File: config.mk
export PLATFORM = sky130hd
export DESIGN_NAME = video_mode_ctrl
export DESIGN_NICKNAME = d
export VERILOG_FILES = /design/src/rtl/video_mode_ctrl.sv
export SDC_FILE = /design/constraint.sdc
export NUM_CORES = 1
export LEC_CHECK = 0
export CAP_MARGIN = 25
export CORE_MARGIN = 10
export CORE_UTILIZATION = 43
export DETAILED_ROUTE_END_ITERATION = 8
export MAX_ROUTING_LAYER = met4
export PLACE_DENSITY = 0.76
export REMOVE_ABC_BUFFERS = 1
export SKIP_CTS_REPAIR_TIMING = 1
export SYNTH_ARGS = -nofsm -noshare
export SYNTH_HDL_FRONTEND = slang
export SYNTH_SLANG_ARGS = --single-unit
File: constraint.sdc
create_clock -name clk -period 2.31 [get_ports clk]
set_input_delay 0.231 -clock clk [delete_from_list [all_inputs] [get_ports clk]]
set_output_delay 0.231 -clock clk [all_outputs]
set_load 0.01 [all_outputs]
File: src/rtl/video_mode_ctrl.sv
// Frame-synchronous output mode controller: aligns raw RGB/syncs with the grayscale converter
// and applies host mode changes only at frame edges. Define VIDEO_MODE_CTRL_STATS_EN for frame statistics.
module video_mode_ctrl #(
    parameter int GRAY_LAT = 3,
    parameter int W_CNT    = 12
) (
    input  logic             clk,
    input  logic             rst_n,
    input  logic [23:0]      rgb_in,
    input  logic             de_in,
    input  logic             vs_in,
    input  logic             hs_in,
    input  logic [23:0]      gray_in,
    input  logic [1:0]       mode_req,
    input  logic [7:0]       thr_req,
    input  logic             mode_req_vld,
    output logic             mode_req_rdy,
    output logic [1:0]       mode_cur,
    output logic [23:0]      dout,
    output logic             de_out,
    output logic             vs_out,
    output logic             hs_out,
    output logic             frame_done,
    output logic [W_CNT-1:0] frame_w,
    output logic [W_CNT-1:0] frame_h,
    output logic             frame_err
);
    // state    | meaning
    // S_IDLE   | after reset, outputs held at 0 until the first frame edge
    // S_ACTIVE | streaming with the applied mode
    typedef enum logic {S_IDLE = 1'b0, S_ACTIVE = 1'b1} state_t;

    logic [23:0]         r_rgb_sr [GRAY_LAT];
    logic [GRAY_LAT-1:0] r_de_sr, r_vs_sr, r_hs_sr;
    logic [23:0]         w_rgb_d;
    logic                w_de_d, w_vs_d, w_hs_d;
    logic                r_vs_d_q, w_frame_edge;
    state_t              r_state, w_state_nxt;
    logic                r_rdy;
    logic [1:0]          r_pend_mode, r_mode_cur, w_mode_eff;
    logic [7:0]          r_pend_thr, r_thr_cur, w_thr_eff, w_g;
    logic                w_apply, w_out_en;
    logic [23:0]         w_pix, r_dout;
    logic                r_de_out, r_vs_out, r_hs_out;
    logic                w_unused;

    always_ff @(posedge clk or negedge rst_n) begin
        if (!rst_n) begin
            for (int i = 0; i < GRAY_LAT; i++) r_rgb_sr[i] <= '0;
            r_de_sr  <= '0;
            r_vs_sr  <= '0;
            r_hs_sr  <= '0;
            r_vs_d_q <= 1'b0;
        end else begin
            r_rgb_sr[0] <= rgb_in;
            r_de_sr[0]  <= de_in;
            r_vs_sr[0]  <= vs_in;
            r_hs_sr[0]  <= hs_in;
            for (int i = 1; i < GRAY_LAT; i++) begin
                r_rgb_sr[i] <= r_rgb_sr[i-1];
                r_de_sr[i]  <= r_de_sr[i-1];
                r_vs_sr[i]  <= r_vs_sr[i-1];
                r_hs_sr[i]  <= r_hs_sr[i-1];
            end
            r_vs_d_q <= w_vs_d;
        end
    end

    assign w_rgb_d      = r_rgb_sr[GRAY_LAT-1];
    assign w_de_d       = r_de_sr[GRAY_LAT-1];
    assign w_vs_d       = r_vs_sr[GRAY_LAT-1];
    assign w_hs_d       = r_hs_sr[GRAY_LAT-1];
    assign w_frame_edge = w_vs_d & ~r_vs_d_q;
    assign w_g          = gray_in[23:16];
    assign w_unused     = ^gray_in[15:0];

    always_ff @(posedge clk or negedge rst_n) begin
        if (!rst_n) r_state <= S_IDLE;
        else        r_state <= w_state_nxt;
    end

    // The edge cycle already selects with the pending mode so vs_out's first cycle is in the new mode.
    always_comb begin
        w_state_nxt = r_state;
        w_out_en    = 1'b0;
        w_apply     = w_frame_edge && !r_rdy;
        w_mode_eff  = r_mode_cur;
        w_thr_eff   = r_thr_cur;
        w_pix       = '0;
        case (r_state)
            S_IDLE: begin
                if (w_frame_edge) begin
                    w_state_nxt = S_ACTIVE;
                    w_out_en    = 1'b1;
                end
            end
            S_ACTIVE: w_out_en = 1'b1;
            default:  w_state_nxt = S_IDLE;
        endcase
        if (w_apply) begin
            w_mode_eff = r_pend_mode;
            w_thr_eff  = r_pend_thr;
        end
        if (w_de_d) begin
            case (w_mode_eff)
                2'd0:    w_pix = w_rgb_d;
                2'd1:    w_pix = {w_g, w_g, w_g};
                2'd2:    w_pix = (w_g > w_thr_eff) ? 24'hFFFFFF : 24'h000000;
                default: w_pix = '0;
            endcase
        end
    end

    // A request accepted on the edge cycle itself waits for the following edge.
    always_ff @(posedge clk or negedge rst_n) begin
        if (!rst_n) begin
            r_rdy       <= 1'b1;
            r_pend_mode <= 2'd0;
            r_pend_thr  <= 8'd0;
            r_mode_cur  <= 2'd0;
            r_thr_cur   <= 8'd128;
        end else if (w_apply) begin
            r_mode_cur <= r_pend_mode;
            r_thr_cur  <= r_pend_thr;
            r_rdy      <= 1'b1;
        end else if (mode_req_vld && r_rdy) begin
            r_pend_mode <= mode_req;
            r_pend_thr  <= thr_req;
            r_rdy       <= 1'b0;
        end
    end

    always_ff @(posedge clk or negedge rst_n) begin
        if (!rst_n) begin
            r_dout   <= '0;
            r_de_out <= 1'b0;
            r_vs_out <= 1'b0;
            r_hs_out <= 1'b0;
        end else if (w_out_en) begin
            r_dout   <= w_pix;
            r_de_out <= w_de_d;
            r_vs_out <= w_vs_d;
            r_hs_out <= w_hs_d;
        end else begin
            r_dout   <= '0;
            r_de_out <= 1'b0;
            r_vs_out <= 1'b0;
            r_hs_out <= 1'b0;
        end
    end

    assign dout         = r_dout;
    assign de_out       = r_de_out;
    assign vs_out       = r_vs_out;
    assign hs_out       = r_hs_out;
    assign mode_req_rdy = r_rdy;
    assign mode_cur     = r_mode_cur;

`ifdef VIDEO_MODE_CTRL_STATS_EN
    localparam logic [W_CNT-1:0] CNT_MAX = '1;

    logic [W_CNT-1:0] r_pix_cnt, r_line_cnt, r_first_w, r_frame_w, r_frame_h;
    logic             r_first_vld, r_de_d_q, r_frame_err, w_line_end;

    assign w_line_end = r_de_d_q & ~w_de_d;

    always_ff @(posedge clk or negedge rst_n) begin
        if (!rst_n) begin
            r_pix_cnt   <= '0;
            r_line_cnt  <= '0;
            r_first_w   <= '0;
            r_first_vld <= 1'b0;
            r_de_d_q    <= 1'b0;
            r_frame_w   <= '0;
            r_frame_h   <= '0;
            r_frame_err <= 1'b0;
        end else begin
            r_de_d_q <= w_de_d;
            if (w_frame_edge) begin
                r_frame_w   <= r_first_w;
                r_frame_h   <= r_line_cnt;
                r_pix_cnt   <= '0;
                r_line_cnt  <= '0;
                r_first_w   <= '0;
                r_first_vld <= 1'b0;
            end else if (w_line_end) begin
                if (r_line_cnt != CNT_MAX) r_line_cnt <= r_line_cnt + W_CNT'(1);
                if (!r_first_vld) begin
                    r_first_w   <= r_pix_cnt;
                    r_first_vld <= 1'b1;
                end else if (r_pix_cnt != r_first_w) begin
                    r_frame_err <= 1'b1;
                end
                r_pix_cnt <= '0;
            end else if (w_de_d && (r_pix_cnt != CNT_MAX)) begin
                r_pix_cnt <= r_pix_cnt + W_CNT'(1);
            end
        end
    end

    assign frame_done = w_frame_edge;
    assign frame_w    = r_frame_w;
    assign frame_h    = r_frame_h;
    assign frame_err  = r_frame_err;
`else
    assign frame_done = 1'b0;
    assign frame_w    = '0;
    assign frame_h    = '0;
    assign frame_err  = 1'b0;
`endif

endmodule

# Word level (Yosys, flattened, before mapping)
# Cells that the tools add are included.
[classes]
n_reduce_logical = 6
eq_ne = 2
n_mux = 14
n_lt_le_gt_ge = 1
bitwise_logic = 4
[ops]
columns = ["operator", "count"]
rows = [
  ["$mux W24", 3],
  ["$pmux W24 S3", 1],
  ["$gt A8 B8 Y1", 1],
  ["$mux W8", 1],
  ["$mux W1", 7],
  ["$not A1 Y1", 3],
  ["$eq A2 B1 Y1 const B", 1],
  ["$eq A2 B2 Y1 const B", 1],
  ["$logic_and A1 B1 Y1", 2],
  ["$logic_not A2 Y1", 1],
  ["$mux W2", 1],
  ["$pmux W1 S2", 1],
  ["$reduce_and A2 Y1", 1],
  ["$reduce_bool A2 Y1", 1],
  ["$and A1 B1 Y1", 1],
  ["$logic_not A1 Y1", 1],
]
[word_totals]
word_cells = 44
reg_bits = 131
inputBits = 64
output_inout_bits = 56

# Longest topological paths before layout
[logic_depth]
word_depth = 9
depth_mapped = 11
ltp_nobuf = 9

# Worst setup path before layout
# OpenSTA, ideal clock, no wires.
[synth_timing]
kind = "flip-flop to flip-flop"
startpoint = "register r_vs_d_q"
endpoint = "register r_dout[10], in the netlist dout[10]"
path_slack_ns = -0.249
period_less_slack_ns = 2.559
required_time_ns = 2.181
arrival_ns = 2.430
stages_incl_launch_ff = 11
path_buffers = 2
cell_sequence = "dfrtp_1 nor3b_4 buf_2 mux2_2 inv_1 ha_1 nand3_1 a21boi_0 o311ai_4 buf_2 nand3_1"
[synth_via]
elab_chain_len = 9
word_cells_on_any_way = 15
cone_classes = "order compare: 1; eq/ne: 2; mux: 8; bitwise: 2; reduce/logical: 2"
[synth_rtl]
columns = ["element", "line", "source"]
rows = [
  ["start: declaration", "37", "logic r_vs_d_q, w_frame_edge;"],
  ["start signal: assignment", "65", "r_vs_d_q <= w_vs_d;"],
  ["$not A1 Y1", "73", "assign w_frame_edge = w_vs_d & ~r_vs_d_q;"],
  ["$and A1 B1 Y1", "73", ""],
  ["$logic_and A1 B1 Y1", "86", "w_apply = w_frame_edge && !r_rdy;"],
  ["$mux W8", "100", "if (w_apply) begin"],
  ["via w_thr_eff[5]", "41", "logic [7:0] r_pend_thr, r_thr_cur, w_thr_eff, w_g;"],
  ["$gt A8 B8 Y1", "108", "2'd2: w_pix = (w_g > w_thr_eff) ? 24'hFFFFFF : 24'h000000;"],
  ["$mux W24", "108", ""],
  ["$pmux W24 S3", "105", "case (w_mode_eff)"],
  ["$mux W24", "104", "if (w_de_d) begin"],
  ["$mux W24", "139", "end else if (w_out_en) begin"],
  ["end signal: assignment", "140", "r_dout <= w_pix;"],
  ["end: declaration", "43", "logic [23:0] w_pix, r_dout;"],
]
# The timed path passes the listed nets, and every way through them passes these cells.
# A chain may end at the register's enable or synchronous reset.

# Worst setup path in the final report
[layout_timing]
startpoint = "register r_vs_d_q"
endpoint = "register r_dout[0], in the netlist dout[0]"
[layout_via]
elab_chain_len = 9
word_cells_on_any_way = 15
cone_classes = "order compare: 1; eq/ne: 2; mux: 8; bitwise: 2; reduce/logical: 2"
[layout_rtl]
columns = ["element", "line"]
rows = [
  ["$not A1 Y1 (*)", "73"],
  ["$and A1 B1 Y1 (*)", "73"],
  ["$logic_and A1 B1 Y1", "86"],
  ["$mux W8", "100"],
  ["$gt A8 B8 Y1", "108"],
  ["$mux W24", "108"],
  ["$pmux W24 S3", "105"],
  ["$mux W24", "104"],
  ["$mux W24 (*)", "139"],
]
# Mark *: on every way between the ends. The rest lies on a longest branch, timed or not.

==> results.yml <==
status:
  outcome: "finished, violations left"
  violations: "setup timing"
sta:
  worst_slack_ns: -0.210
  rsz0062_at_grt: "true"
  max_freq_mhz: 397
  final_hold_viol_count: 0
  slew_viol_final: 0
  final.min_clock_period_ns: 2.52
  fin_skew_ns: 0.00794
  tns_ns: -4.41
  setup_viol: 24
  fin_crit_sh: 1.09
logic_synthesis:
  synthMostInstantiatedCell: "dfrtp_1"
  synth-warning-count: 0
  netlist_top_cells_area: "dfrtp_1 (74%), buf_4 (4.5%), mux2_2 (3.9%), nand2_1 (2.9%), nand3_1 (2.9%)"
  syn_inst: 288
  synth.ff_latch_count: 131
  async_reset_ff_frac: 1.00
  yosysTopAreaCellShare: 0.742
  synth_ff_type: "dfrtp_1"
  ys_seq_area_frac: 0.754
  synth_area_leader_cell: "dfrtp_1"
  yosys-top-cells-count: "dfrtp_1 (129), nand2_1 (34), buf_4 (26)"
  syn_area_per_cell_um2: 15.1
  synth-edff-count: 0
  yosysUniqueCellTypes: 28
  synth_area_um2: 4350
die:
  pin_count: 120
  core_um2: 9820
  initial_utilization: 0.443
  rows: 36
  die_area_um2: 14500
  chipWidth_um: 121
  die-height_um: 121
placement:
  dpl.hpwl_um: 5630
  io_buffers: 77
  place_inst: 502
  place_congestion: 0.790
global_routing:
  grt_max_degree: 61
  grt_pass1_wl_um: 13000
  grt_overflow: 0
  grt_pass1_vias: 2634
  grtUsageTotal: 0.120
  antenna_found_initial: 0
clock_network:
  cts_max_level: 4
  clkTransAtPathRegs_ns: 0.06
  clockRootBuffer: "clkbuf_8"
  cts_tree: "done"
  cts_buffer_depth: 2
  numCtsBuffers: 17
  clock_sinks: 131
  clk_latency_ns: 0.51
final_layout:
  stdcell_count: 538
  n_antenna_cell: 0
  drive_gt1_frac: 0.232
  area_growth_pct: 39.3
  fin_nets: 465
route:
  viasPerCell: 4.41
  routedWlPerCell_um: 15.8
  drcViolationCount: 0
  drt_iter0_markers: 120
  finalWirelength_um: 8500
  num_vias: 2370
  ant_nets: 0
  first_pass_iters: 4
critical_path:
  critPathKind: "register to register"
  cp-start-kind: "register"
  critPathMaxFanout: 8
  arrival_ns: 2.90
  critical_path_required_ns: 2.69
  worst_setup_path_end_kind: "register"
pwr:
  finalPower_uw: 6740
  p_per_area_nw_per_um2: 1110
  leakage_uw: 0.00286
  vdd_drop_max_mv: 0.601
worst_hold_path:
  hp-class: "input port to register"
job:
  maxCapViolCount: 0
cells in the final DEF (no fill, tap or decap), types with 2 or more instances in the layout:
cell type / Yosys / layout
clkbuf_8: 0 / 2
clkdlybuf4s50_1: 0 / 76
clkinv_2: 0 / 2
conb_1: 1 / 26
dfrtp_1: 129 / 129
mux2i_1: 5 / 2
nor2_1: 4 / 4
mux2i_2: 0 / 2
bufinv_16: 0 / 3
a21oi_2: 0 / 2
inv_1: 11 / 11
dfstp_2: 2 / 2
clkinv_4: 0 / 2
nand3_1: 25 / 7
a21oi_4: 2 / 2
inv_6: 0 / 5
nand4_1: 2 / 2
buf_8: 0 / 2
clkbuf_16: 0 / 16
ha_1: 8 / 6
ha_4: 0 / 2
nand3_2: 0 / 18
buf_6: 2 / 4
nand3b_1: 2 / 2
mux2_2: 15 / 15
nand2_1: 34 / 34
buf_4: 26 / 7
nor2b_1: 4 / 4
buf_12: 0 / 2
sequential cells by signal (all words and copies together), names as in the netlist, 2 cells and up:
signal	flops
r_de_sr	3
r_pend_mode	2
r_thr_cur	8
r_hs_sr	3
r_rgb_sr	48
r_pend_thr	8
w_rgb_d	24
dout	24
r_vs_sr	3
mode_cur	2
cell type report:
cell class,instances,area (um^2)
clock inverters,13,173
fillers,763,3760
repair buffers,92,938
multi-input cells,140,1030
well taps,133,166
flip-flops and latches,131,3280
inverters,11,41.3
clock buffers,18,428
routing by layer:
layer	vias up	track usage	wire, um
li1	1096	-	-
met2	82	0.196	4450
met5	-	-	0
met1	1182	0.125	3440
met3	10	0.0572	523
met4	0	0.0407	92
kinds of logic after synthesis:
kind of cell / Yosys count / share of synthesized area
flops: 131 / 0.754
simple gates: 75 / 0.0839
buf+inv: 42 / 0.0629
mux: 20 / 0.0503
compound gates: 11 / 0.0253
fa+ha+maj: 8 / 0.0230
other cells: 1 / 0.000861
metrics by stage:
| step | hold WS, ns | utilization | setup WS, ns | cell area (um^2) |
|---|---|---|---|---|
| detailed placement | 0.181 | 0.535 | -0.178 | 5250 |
| global placement | 0.176 | 0.535 | -0.146 | 5250 |
| CTS | -0.365 | 0.596 | -0.226 | 5850 |
| finish | 0.158 | 0.617 | -0.210 | 6060 |
| global route | 0.121 | 0.617 | -0.340 | 6060 |
| floorplan | -0.0646 | - | -0.430 | 4210 |
power by group:
part | internal [uW] | total (uW) | switching, uW
logic | 679 | 1280 | 596
registers | 2640 | 2780 | 143
clock network | 1690 | 2680 | 994
path summary, 6_finish.rpt:
check	startpoint	endpoint	slack, ns	cells past startpoint
worst max-delay path	r_vs_d_q	dout[0]	-0.21	11
worst min-delay path	rgb_in[0]	r_rgb_sr[48]	0.16	1
worst max register to register	r_vs_d_q	dout[0]	-0.21	11
worst min register to register	r_de_sr[1]	r_de_sr[2]	0.34	0
max in group asynchronous	rst_n	w_rgb_d[7]	1.41	3
min in group asynchronous	rst_n	r_pend_thr[3]	0.21	2
critical path: stages (launching register included):
cell	delay [ns]
dfrtp_1	0.41
nor3b_4	0.22
buf_12	0.16
mux2i_4	0.26
ha_4	0.23
nor2b_1	0.12
o211ai_1	0.19
a21oi_2	0.11
o311ai_4	0.29
buf_6	0.17
buf_8	0.14
nand3_2	0.07
Power figures use the tool's default switching activity.
